$ cat config.mk
export PLATFORM = sky130hd
export DESIGN_NAME = uart_rx_frame_ctrl
export DESIGN_NICKNAME = d
export VERILOG_FILES = /design/src/rtl/uart_rx_pkg.sv /design/src/rtl/uart_rx_sampler.sv /design/src/rtl/uart_rx_frame_ctrl.sv
export SDC_FILE = /design/constraint.sdc
export NUM_CORES = 1
export LEC_CHECK = 0
export CORE_ASPECT_RATIO = 0.9
export CORE_MARGIN = 2
export CORE_UTILIZATION = 59
export CTS_CLUSTER_DIAMETER = 200
export DETAILED_ROUTE_END_ITERATION = 7
export PLACE_DENSITY_LB_ADDON = 0.1
export SYNTH_ARGS = -nofsm -noshare
export SYNTH_HDL_FRONTEND = slang
export SYNTH_SLANG_ARGS = --single-unit
$ cat constraint.sdc
create_clock -name CLK -period 6.35 [get_ports CLK]
set_input_delay 1.27 -clock CLK [delete_from_list [all_inputs] [get_ports CLK]]
set_output_delay 1.27 -clock CLK [all_outputs]
set_load 0.01 [all_outputs]
$ cat src/rtl/uart_rx_pkg.sv
// Shared types and constants for the UART receive frame controller.
// FSM state encoding, supported prescale ratios and default widths.
package uart_rx_pkg;

   localparam int DEF_DATA_WIDTH = 8;
   localparam int DEF_PRESCALE_W = 6;

   localparam logic [DEF_PRESCALE_W-1:0] PRESCALE_8  = 6'd8;
   localparam logic [DEF_PRESCALE_W-1:0] PRESCALE_16 = 6'd16;
   localparam logic [DEF_PRESCALE_W-1:0] PRESCALE_32 = 6'd32;

   typedef enum logic [2:0] {
      IDLE,
      START,
      DATA,
      PARITY,
      STOP
   } state_t;

endpackage

$ cat src/rtl/uart_rx_sampler.sv
// Per-bit edge counter with three-tap majority sampler.
// Ports: clk, rst_n, run (clears counter when low), rx, prescale;
//        edge_cnt, bit_end, bit_take/bit_nxt (cycle before decision),
//        bit_val/bit_rdy (registered vote, decision cycle).
module uart_rx_sampler
   import uart_rx_pkg::*;
#(
   parameter int PRESCALE_W = DEF_PRESCALE_W
) (
   input  logic                  clk,
   input  logic                  rst_n,
   input  logic                  run,
   input  logic                  rx,
   input  logic [PRESCALE_W-1:0] prescale,
   output logic [PRESCALE_W-1:0] edge_cnt,
   output logic                  bit_end,
   output logic                  bit_take,
   output logic                  bit_nxt,
   output logic                  bit_val,
   output logic                  bit_rdy
);

   logic [PRESCALE_W-1:0] half;
   logic                  tap0;
   logic                  tap1;
   logic                  s0;
   logic                  s1;

   assign half     = prescale >> 1;
   assign tap0     = (edge_cnt == half - PRESCALE_W'(1));
   assign tap1     = (edge_cnt == half);
   assign bit_take = (edge_cnt == half + PRESCALE_W'(1));
   assign bit_end  = (edge_cnt == prescale - PRESCALE_W'(1));

   // third sample is the live line, so the vote is ready one cycle
   // early and the consumer can register its result for the decision
   assign bit_nxt = (s0 & s1) | (s0 & rx) | (s1 & rx);

   always_ff @(posedge clk or negedge rst_n) begin
      if (!rst_n) begin
         edge_cnt <= '0;
         s0       <= 1'b0;
         s1       <= 1'b0;
         bit_val  <= 1'b0;
         bit_rdy  <= 1'b0;
      end else if (!run) begin
         edge_cnt <= '0;
         bit_rdy  <= 1'b0;
      end else begin
         edge_cnt <= bit_end ? '0 : edge_cnt + PRESCALE_W'(1);
         if (tap0) s0 <= rx;
         if (tap1) s1 <= rx;
         bit_rdy <= bit_take;
         if (bit_take) bit_val <= bit_nxt;
      end
   end

endmodule

$ cat src/rtl/uart_rx_frame_ctrl.sv
// UART receive frame controller: start detect, LSB-first deserialize,
// optional parity capture and stop check feeding a parity checker.
// Ports: CLK, Reset (async low), RX_IN, Prescale, PAR_EN, Parity_error;
//        P_Data, Parity_bit, Parity_check_EN, Data_valid, Stop_error.
module uart_rx_frame_ctrl
   import uart_rx_pkg::*;
#(
   parameter int DATA_WIDTH = DEF_DATA_WIDTH,
   parameter int PRESCALE_W = DEF_PRESCALE_W
) (
   input  logic                  CLK,
   input  logic                  Reset,
   input  logic                  RX_IN,
   input  logic [PRESCALE_W-1:0] Prescale,
   input  logic                  PAR_EN,
   input  logic                  Parity_error,
   output logic [DATA_WIDTH-1:0] P_Data,
   output logic                  Parity_bit,
   output logic                  Parity_check_EN,
   output logic                  Data_valid,
   output logic                  Stop_error
);

   localparam int CNT_W = $clog2(DATA_WIDTH);
   localparam logic [CNT_W-1:0] LAST = CNT_W'(DATA_WIDTH - 1);

   state_t                state;
   state_t                state_nxt;
   logic [PRESCALE_W-1:0] prescale_q;
   logic [PRESCALE_W-1:0] pscale;
   logic                  par_en_q;
   logic                  par_err_q;
   logic [CNT_W-1:0]      bit_cnt;
   logic                  start_det;
   logic                  run;
   logic                  err_take;
   logic [PRESCALE_W-1:0] edge_cnt;
   logic                  bit_end;
   logic                  bit_take;
   logic                  bit_nxt;
   logic                  bit_val;
   logic                  bit_rdy;
   logic                  shift;
   logic                  par_take;
   logic                  dv_d;
   logic                  se_d;

   assign start_det = (state == IDLE) && !RX_IN;
   assign pscale    = start_det ? Prescale : prescale_q;
   // counter runs while the next cycle is inside a frame, so it is
   // already 0 when a back-to-back start is seen right after STOP
   assign run       = (state_nxt != IDLE);
   // checker answer arrives one cycle after the strobe
   assign err_take  = (state == PARITY) &&
                      (edge_cnt == (prescale_q >> 1) + PRESCALE_W'(3));

   uart_rx_sampler #(
      .PRESCALE_W (PRESCALE_W)
   ) u_sampler (
      .clk      (CLK),
      .rst_n    (Reset),
      .run      (run),
      .rx       (RX_IN),
      .prescale (pscale),
      .edge_cnt (edge_cnt),
      .bit_end  (bit_end),
      .bit_take (bit_take),
      .bit_nxt  (bit_nxt),
      .bit_val  (bit_val),
      .bit_rdy  (bit_rdy)
   );

   always_ff @(posedge CLK or negedge Reset) begin
      if (!Reset) state <= IDLE;
      else        state <= state_nxt;
   end

   always_comb begin
      state_nxt = state;
      unique case (state)
         IDLE: if (!RX_IN) state_nxt = START;
         START: begin
            if (bit_rdy && bit_val) state_nxt = IDLE;
            else if (bit_end)       state_nxt = DATA;
         end
         DATA: begin
            if (bit_end && bit_cnt == LAST)
               state_nxt = par_en_q ? PARITY : STOP;
         end
         PARITY: if (bit_end) state_nxt = STOP;
         STOP:   if (bit_rdy) state_nxt = IDLE;
         default: state_nxt = IDLE;
      endcase
   end

   always_comb begin
      shift    = 1'b0;
      par_take = 1'b0;
      dv_d     = 1'b0;
      se_d     = 1'b0;
      unique case (1'b1)
         (state == DATA):   shift    = bit_take;
         (state == PARITY): par_take = bit_take;
         (state == STOP): begin
            dv_d = bit_take && bit_nxt && !(par_en_q && par_err_q);
            se_d = bit_take && !bit_nxt;
         end
         default: ;
      endcase
   end

   always_ff @(posedge CLK or negedge Reset) begin
      if (!Reset) begin
         prescale_q      <= '0;
         par_en_q        <= 1'b0;
         par_err_q       <= 1'b0;
         bit_cnt         <= '0;
         P_Data          <= '0;
         Parity_bit      <= 1'b0;
         Parity_check_EN <= 1'b0;
         Data_valid      <= 1'b0;
         Stop_error      <= 1'b0;
      end else begin
         if (start_det) begin
            prescale_q <= Prescale;
            par_en_q   <= PAR_EN;
            par_err_q  <= 1'b0;
         end else if (err_take) begin
            par_err_q  <= Parity_error;
         end
         if (state == DATA && bit_end)
            bit_cnt <= (bit_cnt == LAST) ? '0 : bit_cnt + CNT_W'(1);
         if (shift)
            P_Data <= {bit_nxt, P_Data[DATA_WIDTH-1:1]};
         if (par_take)
            Parity_bit <= bit_nxt;
         Parity_check_EN <= par_take;
         Data_valid      <= dv_d;
         Stop_error      <= se_d;
      end
   end

endmodule

**Word level (Yosys, flattened, before mapping)**

Index checks and enable logic that the tools add are counted.

- Bits in registers: 36
- Input bits: 11
- Output and inout bits: 12
- Logic and storage cells: 73

- Add/subtract/negate cells: 6
- Equality and inequality tests: 10
- Mux-type cells: 19
- Bitwise logic cells: 5
- Reduce and logical (&&, ||, !) cells: 18

Operators by type and width:

| cell | count |
|---|---|
| 6-bit equality test | 4 |
| 3-bit 2-to-1 mux | 8 |
| 6-bit 2-to-1 mux | 3 |
| 3-bit one-hot mux with 5 select lines | 1 |
| 1-bit logical AND | 9 |
| 1-bit 2-to-1 mux | 7 |
| 5-bit by 1-bit adder with 6-bit output, second input constant | 1 |
| 5-bit by 2-bit adder with 6-bit output, second input constant | 1 |
| 6-bit by 1-bit adder with 6-bit output, second input constant | 1 |
| 3-bit by 2-bit equality test with 1-bit output, second input constant | 2 |
| 3-bit equality test, second input constant | 2 |
| 6-bit by 5-bit equality test with 1-bit output | 1 |
| 2-bit AND reduction | 3 |
| 5-bit by 1-bit subtractor with 6-bit output, second input constant | 1 |
| 6-bit by 1-bit subtractor with 6-bit output, second input constant | 1 |
| 3-bit by 1-bit adder with 3-bit output, second input constant | 1 |
| 1-bit AND | 3 |
| 3-bit by 1-bit equality test with 1-bit output, second input constant | 1 |
| 1-bit logical NOT | 3 |
| 3-bit logical NOT | 1 |
| 3-bit nonzero test | 1 |
| 1-bit bitwise OR | 2 |
| 2-bit nonzero test | 1 |

**Longest topological paths before layout**

- Depth in word-level cells: 10
- Mapped depth: 13
- Depth with buffers taken out: 11

**By module**

From an unflattened synthesis, not the netlist that was laid out.

- Cell total of the unflattened synthesis: 216
- Area, all modules: 2,273.4 um^2

Modules (own cells, without submodules):

| module | times used | cells an instance | area each (um^2) | seq. area each (um^2) |
|---|---|---|---|---|
| uart_rx_frame_ctrl | 1 | 111 | 1,305.0 | 650.6 |
| uart_rx_sampler | 1 | 105 | 968.4 | 250.2 |

**Worst setup path after synthesis**

No wires, ideal clock.

- Kind: in2reg
- From: input RX_IN
- To: register P_Data[0]
- Library setup time: 0.125 ns
- Arrival: 4.092 ns
- Data required time: 6.225 ns
- Slack: 2.133 ns
- Stages: 12
- Path buffers: 2
- Path through: or4_4 -> buf_6 -> mux2i_1 -> inv_1 -> ha_1 -> clkbuf_1 -> o21ba_2 -> a211oi_1 -> o21ba_2 -> a211o_1 -> o2111ai_2 -> mux2_2

- Longest elaborated chain between the ends: 6

Ends and longest elaborated chain:

| what | line | source |
|---|---|---|
| from (decl) | uart_rx_frame_ctrl.sv:13 | `input logic RX_IN,` |
| 1-bit logical NOT | -- |  |
| 1-bit logical AND | uart_rx_frame_ctrl.sv:48 | `assign start_det = (state == IDLE) && !RX_IN;` |
| 6-bit 2-to-1 mux | -- |  |
| net pscale[2] | uart_rx_frame_ctrl.sv:30 | `logic [PRESCALE_W-1:0] pscale;` |
| 5-bit by 1-bit adder with 6-bit output | uart_rx_sampler.sv:32 | `assign bit_take = (edge_cnt == half + PRESCALE_W'(1));` |
| 6-bit equality test | uart_rx_sampler.sv:32 |  |
| 1-bit 2-to-1 mux | uart_rx_frame_ctrl.sv:101 | `unique case (1'b1)` |
| to (signal assigned) | uart_rx_frame_ctrl.sv:134 | `P_Data <= {bit_nxt, P_Data[DATA_WIDTH-1:1]};` |
| to (decl) | uart_rx_frame_ctrl.sv:17 | `output logic [DATA_WIDTH-1:0] P_Data,` |

The timed path passes the listed nets, and every way through them passes these cells.
A chain may end at the register's enable or synchronous reset.

**Worst setup path in the final report**

- From: input RX_IN
- To: register P_Data[4]

The elaborated chain is that of the path after synthesis.

==> reports/results.ini <==
[run_status]
outcome = completed

[drt]
postRouteAntennaNets = 0
drt-total-wl_um = 5495
dr.pass1.iters = 4
via_count = 2008
post-route-drc-count = 0
wire_per_inst_um = 17.12
viasPerCell = 6.255
drt-initial-drc-count = 193

[power]
power.leakage_nw = 1.188
clkPwrFrac_pct = 12.9
seq_power_share_pct = 31.2
power_density_mw_per_mm2 = 479.1
internal-power_mw = 0.7315
p_comb_share_pct = 55.9
ir_drop_v = 0.0003400
swShare_pct = 45.47
switchingPower_mw = 0.6100

[worst_setup_path]
max_stage_delay_ns = 0.74
worstPathRequired_ns = 6.52
startpoint_type = input pin
crit_path_start = RX_IN
worstPathMaxFanout = 19
cpMostUsedCell = o21ba_2
worstReg2RegStart = state[0]$_DFF_PN0_
slowest_stage = or4_4
crit_chain = clkdlybuf4s50_1 -> or4_4 -> mux2i_1 -> inv_1 -> ha_1 -> o21ba_2 -> a211oi_1 -> o21ba_2 -> a211o_1 -> o2111ai_2 -> mux2_2
path_class = input pin to flip-flop
critPathCaptureType = flip-flop
crit_arrival_ns = 4.98

[placed_design]
place_ws_ns = 1.269
placed_cell_area_mm2 = 0.002704
globalplace.congestion = 0.8830
dpl.hpwl_um = 4069
portBuffers = 22

[timing]
rsz0062_at_grt = false
period_share_pct = 75.64
worst_slack_ns = 1.547
slew-limit-headroom_pct = 46.54
finClkSkew_ns = 0.005603
hold_viol_final = 0
post-route-min-period_ns = 4.803
fmax_ghz = 0.2082
setup_viol = 0
final.setup.tns_ns = 0
drv_slew = 0
tightest_slew_ns = 0.8019

[cells_and_area]
layout_commonest_cell = dfrtp_1
drive_above_1_share_pct = 13.19
multi_input_area_mm2 = 0.001479
seq_area_um2 = 900.9
mostFrequentLayoutCells = dfrtp_1, clkdlybuf4s50_1, xnor2_1
postLayoutCellArea_mm2 = 0.002800
nNetsFinal = 291
final.fill_count = 338
final_util_pct = 68.73
diodes = 0
area_growth_pct = 11.73

[grt]
antenna_found_initial = 0
grt_pass1_vias = 1872
grt_max_degree = 37
grt_first_pass_wirelength_um = 8907
grt.total_usage_pct = 24.66
grt_remaining_overflow = 0

[cts]
h-tree-depth = 2
clk_pin_slew_ns = 0.07
post_cts_buffers = 0
cts.hold.buffers_added = 0
cts.path.max_buffers = 2
cts_resized = 0
clock_sinks = 36
insertion_delay_ns = 0.29
cts_tree = done
numCtsBuffers = 5
cts_root_buffer = clkbuf_8

[floorplanning]
initial_core_util_pct = 61.52
die_w_um = 72.70
ios = 23
core-area_mm2 = 0.004074
die_h_um = 65.83
rows = 22
dieArea_mm2 = 0.004786

[yosys]
synthesis.nets = 279
ys_seq_elements = 36
yosys.area.top_type = dfrtp_1
yosysSeqAreaShare_pct = 35.95
yosys_warnings = 0
syn_inst = 261
yosysUniqueCellTypes = 51
syn_area_mm2 = 0.002506
yosys-top-cells-area = dfrtp_1, mux2_2, xnor2_1
syn_avg_cell_area_um2 = 9.602
synth_top_area_share_pct = 35.95

[hold_path]
hold_class = flip-flop to flip-flop
holdCritStartpoint = u_sampler.bit_rdy$_DFF_PN0_

[run]
cap_violations = 0

==> Yosys cell counts (all sizes together) <==
master and n:
mux2i 8, and3 1, or3 3, nor2b 2, nor3b 3, mux2 17, nor3 17, o211a 1
a211oi 6, nor4b 1, o2111ai 3, a311o 1, o2bb2ai 3, nand2 9, o211ai 2, a2111oi 2
nand2b 8, xor2 8, nor4 4, maj3 1, buf 4, a311oi 1, a211o 1, dfrtp 36
or2 3, a21oi 12, nand4 5, o21a 2, ha 7, nor4bb 1, or4 3, nand3 9
nand3b 4, clkbuf 14, a31oi 3, inv 11, o21ba 3, nor2 14, o21bai 2, o21ai 6
xnor2 18, a21o 2
==> logic make-up after synthesis <==
kind of cell / share of synthesized area [%]
and+or+nand+nor: 19.47
muxes: 11.33
xor gates and xnor gates: 9.086
AOI/OAI and AO/OA: 15.23
buffers and inverters: 5.042
DFF: 35.95
adders and majority gates: 3.894
==> cell type report <==
| type | count | area share [%] |
|---|---|---|
| clock buffer | 7 | 3.441 |
| inverter | 11 | 1.475 |
| multi-input combinational | 196 | 52.81 |
| sequential | 36 | 32.17 |
| tap | 48 | 2.145 |
| timing repair buffer | 23 | 7.954 |
==> state kept, by name (all words and copies together), names as in the netlist <==
name                cells
state                   3
Parity_bit              1
u_sampler.bit_val       1
P_Data                  8
Parity_check_EN         1
u_sampler.s1            1
u_sampler.edge_cnt      6
u_sampler.s0            1
bit_cnt                 3
par_en_q                1
Stop_error              1
u_sampler.bit_rdy       1
prescale_q              6
par_err_q               1
Data_valid              1
==> critical path: cells and delay by family <==
family,cells,cell delay [ns]
buffers and inverters,2,0.65
AO/OA/AOI/OAI,5,1.16
adder cells (fa/ha/maj),1,0.33
multiplexers,2,0.81
AND/OR/NAND/NOR,1,0.74
==> power by group through the flow <==
stage	Clock [mW]	Sequential [mW]	Combinational, mW
after detailed placement	0	0.419	0.741
after global placement	0	0.418	0.726
after CTS	0.177	0.415	0.747
final	0.173	0.419	0.750
after global routing	0.184	0.430	0.826
after floorplan	0	0.335	0.671
==> metrics by stage <==
stage	hold slack (ns)	power (mW)	cells
after floorplan	0.4377	1.006	261
after global placement	0.4544	1.144	314
after detailed placement	0.4574	1.160	314
after CTS	0.4687	1.338	321
after global routing	0.4918	1.440	321
final	0.4635	1.342	321
==> final timing paths <==
check / endpoint / slack, ns / cells after the start
worst max register to register: P_Data[4]$_DFFE_PN0P_ / 2.60 / 10
worst max-delay path: P_Data[4]$_DFFE_PN0P_ / 1.55 / 11
max in group asynchronous: u_sampler.s1$_DFFE_PN0P_ / 4.77 / 1
min in group asynchronous: prescale_q[5]$_DFF_PN0_ / 1.07 / 1
worst min register to register: state[2]$_DFF_PN0_ / 0.46 / 1
worst min-delay path: state[2]$_DFF_PN0_ / 0.46 / 1
==> metal layers <==
metal	global-route usage, %	vias to the layer above	wire length [um]
li1	-	964	-
met2	37.61	63	2501
met3	4.268	11	343
met4	8.565	0	87
met5	0	-	0
met1	35.36	970	2562
No activity file was read; power rests on OpenSTA's default activity.
